===== src/rtl/gate_vector_sequencer_if.sv =====
// gate_vector_sequencer_if: run control, stimulus, gate observations and result bundle
interface gate_vector_sequencer_if #(parameter int ERR_W = 8);
    logic             start;
    logic             a;
    logic             b;
    logic             xor_g;
    logic             and_g;
    logic             nand_g;
    logic             not_g;
    logic             or_g;
    logic             busy;
    logic             done;
    logic             pass;
    logic [ERR_W-1:0] err_count;
    logic [4:0]       err_flags;
    logic [1:0]       first_fail;
    logic             fail_seen;
    modport master (
        output start, xor_g, and_g, nand_g, not_g, or_g,
        input  a, b, busy, done, pass, err_count, err_flags, first_fail, fail_seen
    );
    modport slave (
        input  start, xor_g, and_g, nand_g, not_g, or_g,
        output a, b, busy, done, pass, err_count, err_flags, first_fail, fail_seen
    );
endinterface


===== src/rtl/gate_vector_sequencer.sv =====
// gate_vector_sequencer: steps a/b through 00,01,10,11, holds each vector, checks the gate truth table
module gate_vector_sequencer #(
    parameter int HOLD_CYCLES = 10,
    parameter int LOOPS       = 1,
    parameter int ERR_W       = 8
) (
    input logic                    clk,
    input logic                    rst,
    gate_vector_sequencer_if.slave bus
);
    localparam int HW = $clog2(HOLD_CYCLES);
    localparam int LW = LOOPS > 1 ? $clog2(LOOPS) : 1;
    typedef enum logic [1:0] {IDLE, DRIVE, DONE} state_t;
    state_t           state_q;
    logic [1:0]       vec_q;
    logic [HW-1:0]    hold_q;
    logic [LW-1:0]    loop_q;
    logic             busy_q, done_q, pass_q, seen_q;
    logic [ERR_W-1:0] err_q, err_d;
    logic [4:0]       flags_q, exp_v, mis;
    logic [1:0]       first_q;
    logic             last, fin;
    always_comb begin
        exp_v = {vec_q[1] | vec_q[0], ~vec_q[1], ~(vec_q[1] & vec_q[0]), vec_q[1] & vec_q[0], vec_q[1] ^ vec_q[0]};
        mis   = {bus.or_g, bus.not_g, bus.nand_g, bus.and_g, bus.xor_g} ^ exp_v;
        last  = hold_q == HW'(HOLD_CYCLES - 1);
        fin   = last && vec_q == 2'd3 && loop_q == LW'(LOOPS - 1);
        err_d = (|mis && err_q != '1) ? err_q + ERR_W'(1) : err_q;
    end
    always_ff @(posedge clk or posedge rst) begin
        if (rst) begin
            state_q <= IDLE;
            vec_q   <= '0;
            hold_q  <= '0;
            loop_q  <= '0;
            busy_q  <= 1'b0;
            done_q  <= 1'b0;
            pass_q  <= 1'b0;
            err_q   <= '0;
            flags_q <= '0;
            first_q <= '0;
            seen_q  <= 1'b0;
        end else if (state_q != DRIVE) begin
            if (bus.start) begin
                state_q <= DRIVE;
                vec_q   <= '0;
                hold_q  <= '0;
                loop_q  <= '0;
                busy_q  <= 1'b1;
                done_q  <= 1'b0;
                pass_q  <= 1'b0;
                err_q   <= '0;
                flags_q <= '0;
                first_q <= '0;
                seen_q  <= 1'b0;
            end
        end else if (!last) begin
            hold_q <= hold_q + HW'(1);
        end else begin
            hold_q <= '0;
            if (|mis) begin
                err_q   <= err_d;
                flags_q <= flags_q | mis;
                if (!seen_q) begin
                    first_q <= vec_q;
                    seen_q  <= 1'b1;
                end
            end
            // a/b stay on the final vector once the run completes
            if (fin) begin
                state_q <= DONE;
                busy_q  <= 1'b0;
                done_q  <= 1'b1;
                pass_q  <= err_d == '0;
            end else begin
                vec_q <= vec_q + 2'd1;
                if (vec_q == 2'd3) loop_q <= loop_q + LW'(1);
            end
        end
    end
    assign bus.a          = vec_q[1];
    assign bus.b          = vec_q[0];
    assign bus.busy       = busy_q;
    assign bus.done       = done_q;
    assign bus.pass       = pass_q;
    assign bus.err_count  = err_q;
    assign bus.err_flags  = flags_q;
    assign bus.first_fail = first_q;
    assign bus.fail_seen  = seen_q;
endmodule


===== src/flat_wrapper.sv =====
// flat-port wrapper written by rule: the top's interface ports become plain ports
module gate_vector_sequencer_flat 
#(
    parameter int HOLD_CYCLES = 10,
    parameter int LOOPS       = 1,
    parameter int ERR_W       = 8
)
  (clk, rst, bus_start, bus_xor_g, bus_and_g, bus_nand_g, bus_not_g, bus_or_g, bus_a, bus_b, bus_busy, bus_done, bus_pass, bus_err_count, bus_err_flags, bus_first_fail, bus_fail_seen);
  gate_vector_sequencer_if #(.ERR_W(ERR_W)) bus_i ();
  input logic clk;
  input logic rst;
  input wire logic [$bits(bus_i.start)-1:0] bus_start;
  input wire logic [$bits(bus_i.xor_g)-1:0] bus_xor_g;
  input wire logic [$bits(bus_i.and_g)-1:0] bus_and_g;
  input wire logic [$bits(bus_i.nand_g)-1:0] bus_nand_g;
  input wire logic [$bits(bus_i.not_g)-1:0] bus_not_g;
  input wire logic [$bits(bus_i.or_g)-1:0] bus_or_g;
  output wire logic [$bits(bus_i.a)-1:0] bus_a;
  output wire logic [$bits(bus_i.b)-1:0] bus_b;
  output wire logic [$bits(bus_i.busy)-1:0] bus_busy;
  output wire logic [$bits(bus_i.done)-1:0] bus_done;
  output wire logic [$bits(bus_i.pass)-1:0] bus_pass;
  output wire logic [$bits(bus_i.err_count)-1:0] bus_err_count;
  output wire logic [$bits(bus_i.err_flags)-1:0] bus_err_flags;
  output wire logic [$bits(bus_i.first_fail)-1:0] bus_first_fail;
  output wire logic [$bits(bus_i.fail_seen)-1:0] bus_fail_seen;
  assign bus_i.start = bus_start;
  assign bus_i.xor_g = bus_xor_g;
  assign bus_i.and_g = bus_and_g;
  assign bus_i.nand_g = bus_nand_g;
  assign bus_i.not_g = bus_not_g;
  assign bus_i.or_g = bus_or_g;
  assign bus_a = bus_i.a;
  assign bus_b = bus_i.b;
  assign bus_busy = bus_i.busy;
  assign bus_done = bus_i.done;
  assign bus_pass = bus_i.pass;
  assign bus_err_count = bus_i.err_count;
  assign bus_err_flags = bus_i.err_flags;
  assign bus_first_fail = bus_i.first_fail;
  assign bus_fail_seen = bus_i.fail_seen;
  gate_vector_sequencer #(.HOLD_CYCLES(HOLD_CYCLES), .LOOPS(LOOPS), .ERR_W(ERR_W)) u_core (.clk(clk), .rst(rst), .bus(bus_i));
endmodule

===== config.mk =====
export PLATFORM = sky130hd
export DESIGN_NAME = gate_vector_sequencer_flat
export DESIGN_NICKNAME = d
export VERILOG_FILES = /design/src/rtl/gate_vector_sequencer_if.sv /design/src/rtl/gate_vector_sequencer.sv /design/src/flat_wrapper.sv
export SDC_FILE = /design/constraint.sdc
export NUM_CORES = 1
export LEC_CHECK = 0
export ABC_AREA = 1
export CORE_MARGIN = 1
export CORE_UTILIZATION = 50
export DETAILED_ROUTE_END_ITERATION = 7
export PLACE_DENSITY = 0.79
export SYNTH_ARGS = -nofsm -noshare
export SYNTH_HDL_FRONTEND = slang
export SYNTH_SLANG_ARGS = --single-unit

===== constraint.sdc =====
create_clock -name clk -period 4.9 [get_ports clk]
set_input_delay 0.98 -clock clk [delete_from_list [all_inputs] [get_ports clk]]
set_output_delay 0.98 -clock clk [all_outputs]
set_load 0.01 [all_outputs]

* After elaboration in Yosys (flattened, before gate mapping)
Index checks and enable logic that the tools add are counted.
** Word-level totals
- Output and inout port bits :: 21
- Bits in registers :: 28
- Bits of input ports :: 8
** Operators by class
- Mux-type cells :: 42
- Equal/unequal tests :: 7
- Add/subtract/negate cells :: 4
- Bitwise logic cells :: 8
- Reduce and logical (&&, ||, !) cells :: 14
** Operators with widths (count)
- $mux 8 :: 5
- $mux 2 :: 12
- $mux 5 :: 4
- $mux 1 :: 18
- $mux 4 :: 3
- $reduce_and 3->1 :: 3
- $add 8x1->8 const B :: 1
- $logic_not 8->1 :: 1
- $ne 8x8->1 const B :: 1
- $reduce_and 4->1 :: 2
- $reduce_bool 2->1 :: 4
- $ne 2x2->1 const B :: 3
- $or 5x5->5 :: 1
- $reduce_or 5->1 :: 1
- $xor 5x5->5 :: 1
- $add 4x1->4 const B :: 1
- $eq 4x4->1 const B :: 1
- $logic_and 1x1->1 :: 3
- $not 1->1 :: 3
- $add 2x1->2 const B :: 1
- $eq 2x2->1 const B :: 1
- $ne 2x1->1 const B :: 1
- $add 1x1->1 const B :: 1
- $and 1x1->1 :: 1
- other kinds (2) :: 2

* Logic depth before layout (Yosys ltp)
- Word-level depth :: 10
- Mapped depth :: 14
- Depth with buffers taken out :: 14

* Worst setup path before layout
OpenSTA, ideal clock, no wires.
- Kind :: input to register
- Start :: input port bus_and_g
- End :: register u_core.err_q[1], in the netlist u_core.bus.err_count[1]
- Arrival time :: 1833 ps
- Setup time :: 121 ps
- Stages :: 9
- Slack :: 2946 ps
- Cells stage by stage :: xnor2_1 > nand2_2 > inv_2 > nand3_2 > nand2_2 > inv_2 > nand2_2 > inv_2 > a22o_1
** On the way
- Cells in the longest elaborated chain, start to end :: 7
** Ends and longest elaborated chain
- start, declared :: line flat_wrapper.sv:14 : input wire logic [$bits(bus_i.and_g)-1:0] bus_and_g;
- $xor 5x5->5 * :: line gate_vector_sequencer.sv:25 : mis = {bus.or_g, bus.not_g, bus.nand_g, bus.and_g, bus.xor_g} ^ exp_v;
- $reduce_or 5->1 * :: line gate_vector_sequencer.sv:28, gate_vector_sequencer.sv:61
- $logic_and 1x1->1 :: line gate_vector_sequencer.sv:28 : err_d = (|mis && err_q != '1) ? err_q + ERR_W'(1) : err_q;
- $mux 8 :: line gate_vector_sequencer.sv:28
- $mux 8 :: line gate_vector_sequencer.sv:61 : if (|mis) begin
- $mux 8 :: line gate_vector_sequencer.sv:57 : end else if (!last) begin
- $mux 8 :: line gate_vector_sequencer.sv:43 : end else if (state_q != DRIVE) begin
- end signal, assigned :: line gate_vector_sequencer.sv:62 : err_q <= err_d;
- end, declared :: line gate_vector_sequencer.sv:19 : logic [ERR_W-1:0] err_q, err_d;
Mark *: on every way between the ends. The rest lies on a longest branch, timed or not. The select of a mux whose other input is x is not followed.
A chain may end at the register's enable or synchronous reset.

* Worst setup path in the final report
- Start :: register u_core.err_q[5], in the netlist u_core.bus.err_count[5]
- End :: output port bus_err_count[5]
** RTL lines
- end, declared :: line flat_wrapper.sv:23 : output wire logic [$bits(bus_i.err_count)-1:0] bus_err_count;
No word-level cell between the ends.

==> metrics.md <==
| Metric | Value |
|---|---|
| Worst EP required | `3.92 ns` |
| Num CTS Buffers | `3` |
| DP Wirelength | `2.50 mm` |
| CTS resizes | `0` |
| Site Rows | `20` |
| Final worst slack | `2.47 ns` |
| Crit path time final | `2.43 ns` |
| ANT nets after route | `0` |
| DRC | `0` |
| R2R Setup Slk | `2.80 ns` |
| Worst skew pair latency | `0.32 ns` |
| Final setup fails | `0` |
| CP Capture Type | `output port` |
| Die area | `0.00341 mm²` |
| First-pass GRT wire length | `5.64 mm` |
| Crit path arrival time | `1.45 ns` |
| Worst Setup EP | `bus_err_count[5]` |
| Power, Total | `1170 µW` |
| Critical path fanouts, max | `8` |
| Dominant cells by area after synthesis | `dfrtp_1 41%, nand2_1 13%, inv_1 7.8%, nand3_1 5.7%, o21ai_0 4.1%` |
| Setup CP Type | `reg2out` |
| Area leader, netlist | `dfrtp_1` |
| Clock Path Buffers | `2` |
| Via count | `1370` |
| Worst Hold Class | `reg2reg` |
| Worst path bufs/invs | `1` |
| Post-place setup slack | `2.21 ns` |
| H-tree levels | `1` |
| Port bufs | `28` |
| EDFF count, synth | `0` |
| Ys Warns | `0` |
| CTS tree | `yes` |
| Tot GR Track Use | `22.0%` |
| Crit-path slowest cell | `clkdlybuf4s50_1` |
| ANT cells | `0` |
| Vias per cell | `4.86` |
| RSZ-0062 raised after global routing | `false` |
| CP Launch Type | `flip-flop` |
| Max-cap viol count | `0` |
| Post-route clock period utilization | `49.5%` |
| Die height | `58.4 µm` |
| IO Count | `29` |
| # clock sinks | `26` |
| Antenna violations before repair | `0` |
| Beginning of the worst hold path | `u_core.bus.err_flags[2]` |
| Synth top area share | `40.9%` |
| RR Startpoint | `u_core.vec_q[1]` |
| Worst-margin pin slew | `0.960 ns` |
| Core Region | `0.00303 mm²` |
| Outcome | `complete, no violations` |
| Cells after Synth | `209` |
| GR Overflow Total | `0` |
| Distinct cell type count after synthesis | `25` |
| Synth top cells by count | `57 x nand2_1, 33 x inv_1, 26 x dfrtp_1` |
| # fillers | `268` |
| Most common cell in the netlist | `nand2_1` |
| Worst R2R End | `u_core.bus.err_count[5]` |
| Setup bufs post-CTS | `0` |
| DRT Wirelength | `3.25 mm` |
| Footprint of the multi-input gates | `772 µm²` |
| Nets | `252` |
| Pwr Density | `602 mW/mm²` |
| Hold Fails Final Rpt | `0` |
| P_leak | `0.000982 µW` |
| Die W | `58.4 µm` |
| Pin count of the biggest net entering global routing | `27` |
| Post-Syn Area | `0.00159 mm²` |
| Layout cell share with drive strength beyond 1 | `9.66%` |
| Worst rel slew slack | `35.9%` |
| Post-synth net total | `222` |
| Hold buffers post-CTS | `0` |
| Async SR Flop Fraction | `100%` |
| Max VDD drop | `0.342 mV` |
| Drt pass-1 iters | `4` |
| Final GP Congestion | `0.870` |
| Register-to-Register Path Depth | `13` |
| TNS Setup | `0 ns` |
| Max Freq | `412 MHz` |
| Register area | `651 µm²` |
| Crit-path cells | `clkdlybuf4s50_1` |
| CP top delay family | `buffers and inverters` |
| Clock skew | `0.00945 ns` |
| Area grow syn2layout | `21.9%` |
| Setup crit start | `u_core.bus.err_count[5]` |
| Starting density of the core | `52.5%` |
| Syn Area/Cell | `7.60 µm²` |
| Max Slew Vio Count | `0` |
| Clk slew on worst S/H paths | `0.14 ns` |
| Sequential area share after synthesis | `40.9%` |
| #FFs+latches synth | `26` |
| Routed wire per std cell | `11.5 µm` |
| Critical Path Max Stage Delay | `0.59 ns` |
| Via count of the first global-routing pass | `1264` |
| Core Util, Final | `64.0%` |
| Worst path depth | `1` |
| CTS root buf | `clkbuf_4` |
| Top_reg_cell synth | `dfrtp_1` |
| 1st-iter DRT viols | `51` |
==> layer usage <==
metal | global-route usage [%] | vias up | part of all wire (%)
met3 | 5.05 | 7 | 4.2
met2 | 34.8 | 37 | 45
met5 | 0 | - | 0
li1 | - | 708 | -
met1 | 29.8 | 618 | 49
met4 | 7.48 | 0 | 1.6
==> per-stage QoR <==
| step | cell area (µm²) | hold WS, ns | std cells |
|---|---|---|---|
| 2_1_floorplan | 1590 | 0.473 | 209 |
| 3_3_place_gp | 1900 | 0.474 | 278 |
| 3_5_place_dp | 1900 | 0.479 | 278 |
| 4_1_cts | 1940 | 0.512 | 282 |
| 5_1_grt | 1940 | 0.544 | 282 |
| 6_report | 1940 | 0.506 | 282 |
==> cells by family after synthesis <==
kind of cell | count (synthesis) | synth area share [%]
AND/OR/NAND/NOR | 103 | 28.7
adder cells (fa/ha/maj) | 5 | 3.94
flip-flops | 26 | 40.9
AO/OA/AOI/OAI | 27 | 12.1
buffers and inverters | 41 | 10.5
XOR/XNOR | 7 | 3.86
==> how the worst min path moves through the flow <==
stage,endpoint,cells after the start
2_1_floorplan,u_core.loop_q,2
3_3_place_gp,u_core.bus.err_flags[2],1
3_5_place_dp,u_core.bus.err_flags[2],1
4_1_cts,u_core.bus.err_flags[2],1
5_1_grt,u_core.bus.err_flags[2],1
6_report,u_core.bus.err_flags[2],1
==> state kept, by name, summed over array words and instances, names as in the netlist <==
register	cells
u_core.bus.err_count	8
u_core.bus.err_flags	5
u_core.bus.fail_seen	1
u_core.bus.first_fail	2
u_core.bus.pass	1
u_core.hold_q	4
u_core.loop_q	1
u_core.state_q	2
u_core.vec_q	2
==> final cells by class <==
class,instances,share of cell area (%)
repair buffers,28,14.5
inverters,38,7.36
multi-input cells,142,39.9
well taps,44,2.84
flip-flops and latches,26,33.6
clock buffers,4,1.87
==> power breakdown <==
part / total (µW) / internal [µW] / switching [µW]
registers: 397 / 307 / 89.4
clock network: 107 / 45.4 / 61.8
logic: 662 / 294 / 368
==> cell usage in the layout, fill, tap and decap left out, types with 3 or more instances in the layout <==
master	instances
nand3_1	18
a22o_1	3
o21ai_0	13
o21a_1	5
clkdlybuf4s50_1	28
ha_1	5
dfrtp_1	26
inv_2	5
nor2_1	15
clkbuf_4	3
nand2_1	57
nand2_2	5
inv_1	33
nor2_2	3
xor2_1	5
Note: power is estimated with default switching activity, not from simulation.
